`src/rtl/alu_divider_if.sv`:
```
// rtl/alu_divider_if.sv - request/result bundle between the CPU core and the 16/8 divider
interface alu_divider_if;
  logic        start;
  logic [15:0] dividend;
  logic [7:0]  divisor;
  logic [7:0]  quotient;
  logic [7:0]  remainder;
  logic        div_zero;
  logic        overflow;
  logic        busy;
  logic        done;

  modport master (
    output start, dividend, divisor,
    input  quotient, remainder, div_zero, overflow, busy, done
  );

  modport slave (
    input  start, dividend, divisor,
    output quotient, remainder, div_zero, overflow, busy, done
  );
endinterface

```
`src/rtl/alu_divider.sv`:
```
// rtl/alu_divider.sv - sequential unsigned 16/8 restoring divider, one quotient bit per enabled cycle
module alu_divider (
  input  logic          clk,
  input  logic          reset,
  input  logic          ready,
  alu_divider_if.slave  bus
);

  typedef enum logic [1:0] {
    IDLE = 2'd0,
    RUN  = 2'd1,
    DONE = 2'd2
  } state_t;

  state_t      state, state_n;
  logic [7:0]  r, r_n;
  logic [7:0]  q, q_n;
  logic [7:0]  dvs, dvs_n;
  logic [2:0]  cnt, cnt_n;
  logic        dz, dz_n;
  logic        ov, ov_n;

  // Partial remainder shifted left with the next dividend bit; r < divisor keeps it below 2*divisor.
  logic [8:0]  t;
  logic [8:0]  diff;

  // Register update, frozen whenever the core's cycle enable is low.
  always_ff @(posedge clk or posedge reset) begin
    if (reset) begin
      state <= IDLE;
      r     <= 8'h00;
      q     <= 8'h00;
      dvs   <= 8'h00;
      cnt   <= 3'd0;
      dz    <= 1'b0;
      ov    <= 1'b0;
    end else if (ready) begin
      state <= state_n;
      r     <= r_n;
      q     <= q_n;
      dvs   <= dvs_n;
      cnt   <= cnt_n;
      dz    <= dz_n;
      ov    <= ov_n;
    end
  end

  // Next-state and datapath: error screening at start, then one restoring step per RUN cycle.
  always_comb begin
    state_n = state;
    r_n     = r;
    q_n     = q;
    dvs_n   = dvs;
    cnt_n   = cnt;
    dz_n    = dz;
    ov_n    = ov;
    t       = {r, q[7]};
    diff    = t - {1'b0, dvs};

    case (state)
      IDLE: begin
        if (bus.start) begin
          dz_n = 1'b0;
          ov_n = 1'b0;
          if (bus.divisor == 8'h00) begin
            dz_n    = 1'b1;
            q_n     = 8'hFF;
            r_n     = bus.dividend[15:8];
            state_n = DONE;
          end else if (bus.dividend[15:8] >= bus.divisor) begin
            ov_n    = 1'b1;
            q_n     = 8'hFF;
            r_n     = bus.dividend[15:8];
            state_n = DONE;
          end else begin
            r_n     = bus.dividend[15:8];
            q_n     = bus.dividend[7:0];
            dvs_n   = bus.divisor;
            cnt_n   = 3'd0;
            state_n = RUN;
          end
        end
      end
      RUN: begin
        if (t >= {1'b0, dvs}) begin
          r_n = diff[7:0];
          q_n = {q[6:0], 1'b1};
        end else begin
          r_n = t[7:0];
          q_n = {q[6:0], 1'b0};
        end
        cnt_n = cnt + 3'd1;
        if (cnt == 3'd7) begin
          state_n = DONE;
        end
      end
      DONE: begin
        state_n = IDLE;
      end
      default: begin
        state_n = IDLE;
      end
    endcase
  end

  assign bus.quotient  = q;
  assign bus.remainder = r;
  assign bus.div_zero  = dz;
  assign bus.overflow  = ov;
  assign bus.busy      = (state != IDLE);
  assign bus.done      = (state == DONE);

endmodule

```
`src/flat_wrapper.sv`:
```
// flat-port wrapper written by rule: the top's interface ports become plain ports
module alu_divider_flat 
  (clk, reset, ready, bus_start, bus_dividend, bus_divisor, bus_quotient, bus_remainder, bus_div_zero, bus_overflow, bus_busy, bus_done);
  alu_divider_if bus_i ();
  input  logic clk;
  input  logic reset;
  input  logic ready;
  input wire logic [$bits(bus_i.start)-1:0] bus_start;
  input wire logic [$bits(bus_i.dividend)-1:0] bus_dividend;
  input wire logic [$bits(bus_i.divisor)-1:0] bus_divisor;
  output wire logic [$bits(bus_i.quotient)-1:0] bus_quotient;
  output wire logic [$bits(bus_i.remainder)-1:0] bus_remainder;
  output wire logic [$bits(bus_i.div_zero)-1:0] bus_div_zero;
  output wire logic [$bits(bus_i.overflow)-1:0] bus_overflow;
  output wire logic [$bits(bus_i.busy)-1:0] bus_busy;
  output wire logic [$bits(bus_i.done)-1:0] bus_done;
  assign bus_i.start = bus_start;
  assign bus_i.dividend = bus_dividend;
  assign bus_i.divisor = bus_divisor;
  assign bus_quotient = bus_i.quotient;
  assign bus_remainder = bus_i.remainder;
  assign bus_div_zero = bus_i.div_zero;
  assign bus_overflow = bus_i.overflow;
  assign bus_busy = bus_i.busy;
  assign bus_done = bus_i.done;
  alu_divider u_core (.clk(clk), .reset(reset), .ready(ready), .bus(bus_i));
endmodule
```
`config.mk`:
```
export PLATFORM = sky130hd
export DESIGN_NAME = alu_divider_flat
export DESIGN_NICKNAME = d
export VERILOG_FILES = /design/src/rtl/alu_divider_if.sv /design/src/rtl/alu_divider.sv /design/src/flat_wrapper.sv
export SDC_FILE = /design/constraint.sdc
export NUM_CORES = 1
export LEC_CHECK = 0
export ABC_AREA = 1
export BUFFER_PORTS_ARGS = -buffer_cell sky130_fd_sc_hd__buf_2
export CORE_UTILIZATION = 45
export CTS_CLUSTER_DIAMETER = 40
export DETAILED_ROUTE_END_ITERATION = 10
export PLACE_DENSITY = 0.67
export SLEW_MARGIN = 10
export SYNTH_ARGS = -nofsm -noshare
export SYNTH_HDL_FRONTEND = slang
export SYNTH_SLANG_ARGS = --single-unit
```
`constraint.sdc`:
```
create_clock -name clk -period 4.81 [get_ports clk]
set_clock_uncertainty 0.2 [all_clocks]
set_input_delay 0 -clock clk [delete_from_list [all_inputs] [get_ports clk]]
set_output_delay 0 -clock clk [all_outputs]
set_load 0.05 [all_outputs]
```
# Yosys cells after proc, flatten, opt, wreduce, memory -nomap -nowiden
# Cells that the tools add are included.
op_classes:
  add_sub_neg: 2
  multipliers: 0
  div: 0
  magnitude_cmp: 2
  eq_ne: 7
  shift: 0
  mux: 20
  bitwise: 2
  n_reduce_logical: 9
ops:
  columns: ["op", "n"]
  rows:
  - ["$mux 8", 5]
  - ["$pmux 8 s2", 2]
  - ["$reduce_and 5->1", 2]
  - ["$ge 9x8->1", 1]
  - ["$mux 3", 3]
  - ["$reduce_and 3->1", 3]
  - ["$ge 8x8->1", 1]
  - ["$logic_not 8->1", 1]
  - ["$mux 2", 4]
  - ["$sub 8x8->8", 1]
  - ["$ne 2x2->1 const B", 3]
  - ["$pmux 3 s2", 1]
  - ["$mux 1", 4]
  - ["$pmux 2 s2", 1]
  - ["$reduce_bool 2->1", 2]
  - ["$add 3x1->3 const B", 1]
  - ["$eq 3x3->1 const B", 1]
  - ["$eq 2x1->1 const B", 1]
  - ["$eq 2x2->1 const B", 1]
  - ["$logic_not 2->1", 1]
  - ["$ne 2x1->1 const B", 1]
  - ["$not 1->1", 2]
word_totals:
  register_bits: 31
  latchBits: 0
  mem_bits_rw: 0
  mem_bits_ro: 0
  in_bits: 28
  output_inout_bits: 20
  word_cells: 49
  memories: 0

# Longest topological paths before layout
logic_depth:
  ltp_word: 5
  mapped_depth: 14
  ltp_nobuf: 14

# Least setup slack after synthesis
# No wires, ideal clock.
synth_path:
  path_kind: "register to register"
  start: "register u_core.q[7] (netlist: u_core.bus.quotient[7])"
  end: "register u_core.r[4] (netlist: u_core.bus.remainder[4])"
  setup_time_ns: 0.113
  arrival_ns: 1.900
  required_ns: 4.497
  path_slack_ns: 2.597
  stages_incl_launch_ff: 11
  n_path_buf: 0
  synth_period_minus_slack_ns: 2.213
  cell_sequence: "dfrtp_1 > inv_1 > ha_1 > fa_1 > nor2_1 > nor2_1 > xnor2_1 > nand3_2 > nand3_2 > nand2_1 > inv_1"
synth_via:
  elab_chain_len: 3
  elab_cells_between_ends: 4
  cone_classes: "1 x add/sub; 1 x order compare; 2 x mux"
synth_rtl:
  columns: ["element", "line_no", "text"]
  rows:
  - ["start: declaration", "alu_divider.sv:17", "logic [7:0] q, q_n;"]
  - ["start signal: assignment", "alu_divider.sv:40", "q <= q_n;"]
  - ["$sub 8x8->8 / $ge 9x8->1 (equally long branches)", "alu_divider.sv:58, alu_divider.sv:85", null]
  - ["$mux 8 *", "alu_divider.sv:85", "if (t >= {1'b0, dvs}) begin"]
  - ["$pmux 8 s2 *", "alu_divider.sv:60", "case (state)"]
  - ["end signal: assignment", "alu_divider.sv:39", "r <= r_n;"]
  - ["end: declaration", "alu_divider.sv:16", "logic [7:0] r, r_n;"]
# Every way passes the cells marked *; elsewhere a longest branch is shown, timed or not.
# A chain may end at the register's enable or synchronous reset.

# Worst setup path in the final report
layout_path:
  start: "register u_core.state[0]"
  end: "register u_core.r[4] (netlist: u_core.bus.remainder[4])"
layout_via:
  elab_chain_len: 3
  elab_cells_between_ends: 6
  cone_classes: "2 x eq/ne; 1 x mux; 3 x reduce/logical"
layout_rtl:
  columns: ["element", "line_no", "text"]
  rows:
  - ["start: declaration", "alu_divider.sv:15", "state_t state, state_n;"]
  - ["start signal: assignment", "alu_divider.sv:38", "state <= state_n;"]
  - ["$eq 2x1->1 / $logic_not 2->1 (equally long branches)", "alu_divider.sv:60", null]
  - ["$reduce_bool 2->1 (no source line) / $ne 2x2->1 (equally long branches)", null, null]
  - ["$reduce_and 3->1 (no source line)", null, null]
# Parallel ways exist; a longest one is shown, timed or not.

==> run summary <==
outcome: completed
crit start category: flip-flop
TritonCTS Sinks: 31
total grt overflow: 0
post-CTS setup repair buffer count: 0
H-tree depth: 2
Period minus WS final: 2.31 ns
Post-synth ARST share: 100%
Post-Synthesis Cells: 319
Layout Nets: 441
CTS Hold Bufs: 28
WP data required: 4.79 ns
clk_lat worst skew: 0.28 ns
antenna violations before repair: 0
via count: 2299
Initial Util: 47.0%
slack of the critical path: 2.50 ns
post_cts resized: 0
GRT Total Usage: 23.5%
post-synth top area cell: dfrtp_1
synthesized flop and latch total: 31
Fin. Hold Viols: 0
pre-CTS setup slack: 2.52 ns
most common library cells after synthesis: 64 x nand2_1, 45 x inv_1, 31 x dfrtp_1
WS Path Type: reg2reg
Synth area leaders: dfrtp_1 32%, nand2_1 10%, ha_1 9.4%, inv_1 7.0%, nand3_2 5.0%
post-DP HPWL: 4380 µm
Max IR drop VDD: 0.289 mV
Synth cell types: 36
DRC Markers: 0
Port Buffers: 47
first-pass GRT wire length: 9790 µm
final wirelength: 6010 µm
Least-Margin Pin Slew: 0.792 ns
CTS Buf Count: 5
Synth Area in XOR/XNOR: 1.09%
fin. max-slew vios: 0
Most used DFF post-synth: dfrtp_1
Starting DRT DRC Count: 116
Site Rows: 26
core area: 5110 µm²
EDFF count, synth: 0
Critical Path AT: 2.29 ns
RSZ-0062 raised after global routing: false
Syn Std Cell Area: 2400 µm²
number of global-route vias before repair: 2168
syn avg cell area: 7.52 µm²
die height: 75.0 µm
Max Cap Violations: 0
post-synthesis mux area share: 0%
fillcell total: 489
cell with the most instances after synthesis: nand2_1
Synth Area in Compound Gates: 13.0%
CTS tree: yes
post-synthesis sequential area ratio: 32.3%
fmax: 433 MHz
main combinational cell family by area after synthesis: simple AND/OR/NAND/NOR gates
DRT antenna net count: 0
clk buf depth: 2
critical path peak fanout: 20
CTS Root Cell: clkbuf_8
Mapped Nets: 366
share of the synthesized area in the top cell type: 32.3%
DRT Pass-1 Iters: 7
Clock Pin Slew Worst Setup and Hold Paths: 0.07 ns
total negative slack: 0 ns
simple-gate share of the synthesized area: 31.6%
layout cell share with drive strength beyond 1: 25.1%
HP Class: in2async
Final Cycle Share: 48.0%
P&R area growth vs syn: 26.4%
Syn. warnings: 0
slew margin rel.: 47.1%
Routed WL per cell: 13.0 µm
Die W: 75.0 µm
largest net degree at the start of global routing: 32
diodes inserted: 0
Setup crit end kind: flip-flop
die area: 5630 µm²
Setup Viol. Count Final: 0
gpl congestion: 0.823
Adder-Cell Fraction of Synth Area: 10.2%
leak pwr: 1.59 nW
Pwr Density: 716 nW/µm²
I/O pin count: 48
routed vias/inst: 4.95
-- layout make-up --
| class | count | area (µm²) | share of cell area (%) |
|---|---|---|---|
| multi-input combinational | 224 | 1340 | 44.2 |
| sequential | 31 | 776 | 25.6 |
| timing repair buffer | 76 | 523 | 17.2 |
| inverter | 56 | 218 | 7.18 |
| tap | 70 | 87.6 | 2.89 |
| clock buffer | 6 | 82.6 | 2.72 |
| clock inverter | 1 | 5.00 | 0.165 |
-- through the flow --
step | instance area, µm² | hold WS [ns] | std cells | utilization [%] | power (mW)
finish | 3030 | 0.128 | 464 | 59.4 | 2.17
global route | 3030 | 0.204 | 464 | 59.4 | 2.36
CTS | 3030 | 0.143 | 464 | 59.4 | 2.18
detailed placement | 2670 | -0.0969 | 429 | 52.2 | 1.94
global placement | 2670 | -0.0981 | 429 | 52.2 | 1.93
floorplan | 2400 | -0.0965 | 319 | - | 1.67
-- report_power, final --
| group | total [mW] | internal [mW] | switching (mW) |
|---|---|---|---|
| Combinational | 1.48 | 0.468 | 1.01 |
| Clock | 0.210 | 0.112 | 0.0980 |
| Sequential | 0.486 | 0.384 | 0.102 |
| Total | 2.17 | 0.964 | 1.21 |
-- registers in the layout, indices dropped and copies added (netlist names) --
register / cells
u_core.state: 2
u_core.bus.remainder: 8
u_core.bus.div_zero: 1
u_core.bus.overflow: 1
u_core.cnt: 3
u_core.dvs: 8
u_core.bus.quotient: 8
-- logic make-up after synthesis --
| logic type | count (synthesis) |
|---|---|
| AND/OR/NAND/NOR | 146 |
| buffers and inverters | 64 |
| AO/OA/AOI/OAI | 56 |
| flip-flops | 31 |
| adder cells (fa/ha/maj) | 19 |
| XOR/XNOR | 3 |
-- worst paths after layout --
path	from	to	slack (ns)	cells past startpoint
max	u_core.state[0]	u_core.bus.remainder[4]	2.50	7
min	reset	u_core.bus.overflow	0.13	4
max reg2reg	u_core.state[0]	u_core.bus.remainder[4]	2.50	7
min reg2reg	u_core.cnt[1]	u_core.cnt[1]	0.28	2
max in group asynchronous	reset	u_core.dvs[1]	3.98	4
min in group clk	u_core.cnt[1]	u_core.cnt[1]	0.28	2
-- critical path, stage by stage (launching register included) --
cell and delay [ns]:
dfrtp_1 0.60, o21ai_1 0.15, nor2_2 0.62, inv_4 0.21, a21oi_1 0.23, nand3_2 0.09, nand2_1 0.06, inv_1 0.03
-- routing by layer --
metal	GRT usage, %	share of wire [%]	vias to the layer above
met5	0	0	-
met4	7.34	2.2	0
met3	4.28	3.6	12
met2	39.0	48	55
met1	31.3	46	1054
li1	-	-	1178
-- cell usage in the layout (no fill, tap or decap), types with 9 or more instances in the layout --
| master | Yosys | final |
|---|---|---|
| nand2_1 | 64 | 64 |
| buf_2 | 3 | 47 |
| inv_1 | 45 | 45 |
| dfrtp_1 | 31 | 31 |
| dlygate4sd3_1 | 0 | 28 |
| nor2_1 | 22 | 22 |
| o21ai_1 | 22 | 22 |
| a21oi_1 | 19 | 19 |
| ha_1 | 18 | 18 |
| nand3_2 | 12 | 12 |
| nand3_1 | 11 | 11 |
| nand4_1 | 9 | 9 |
| nand2_2 | 9 | 9 |
Power figures use the tool's default switching activity.
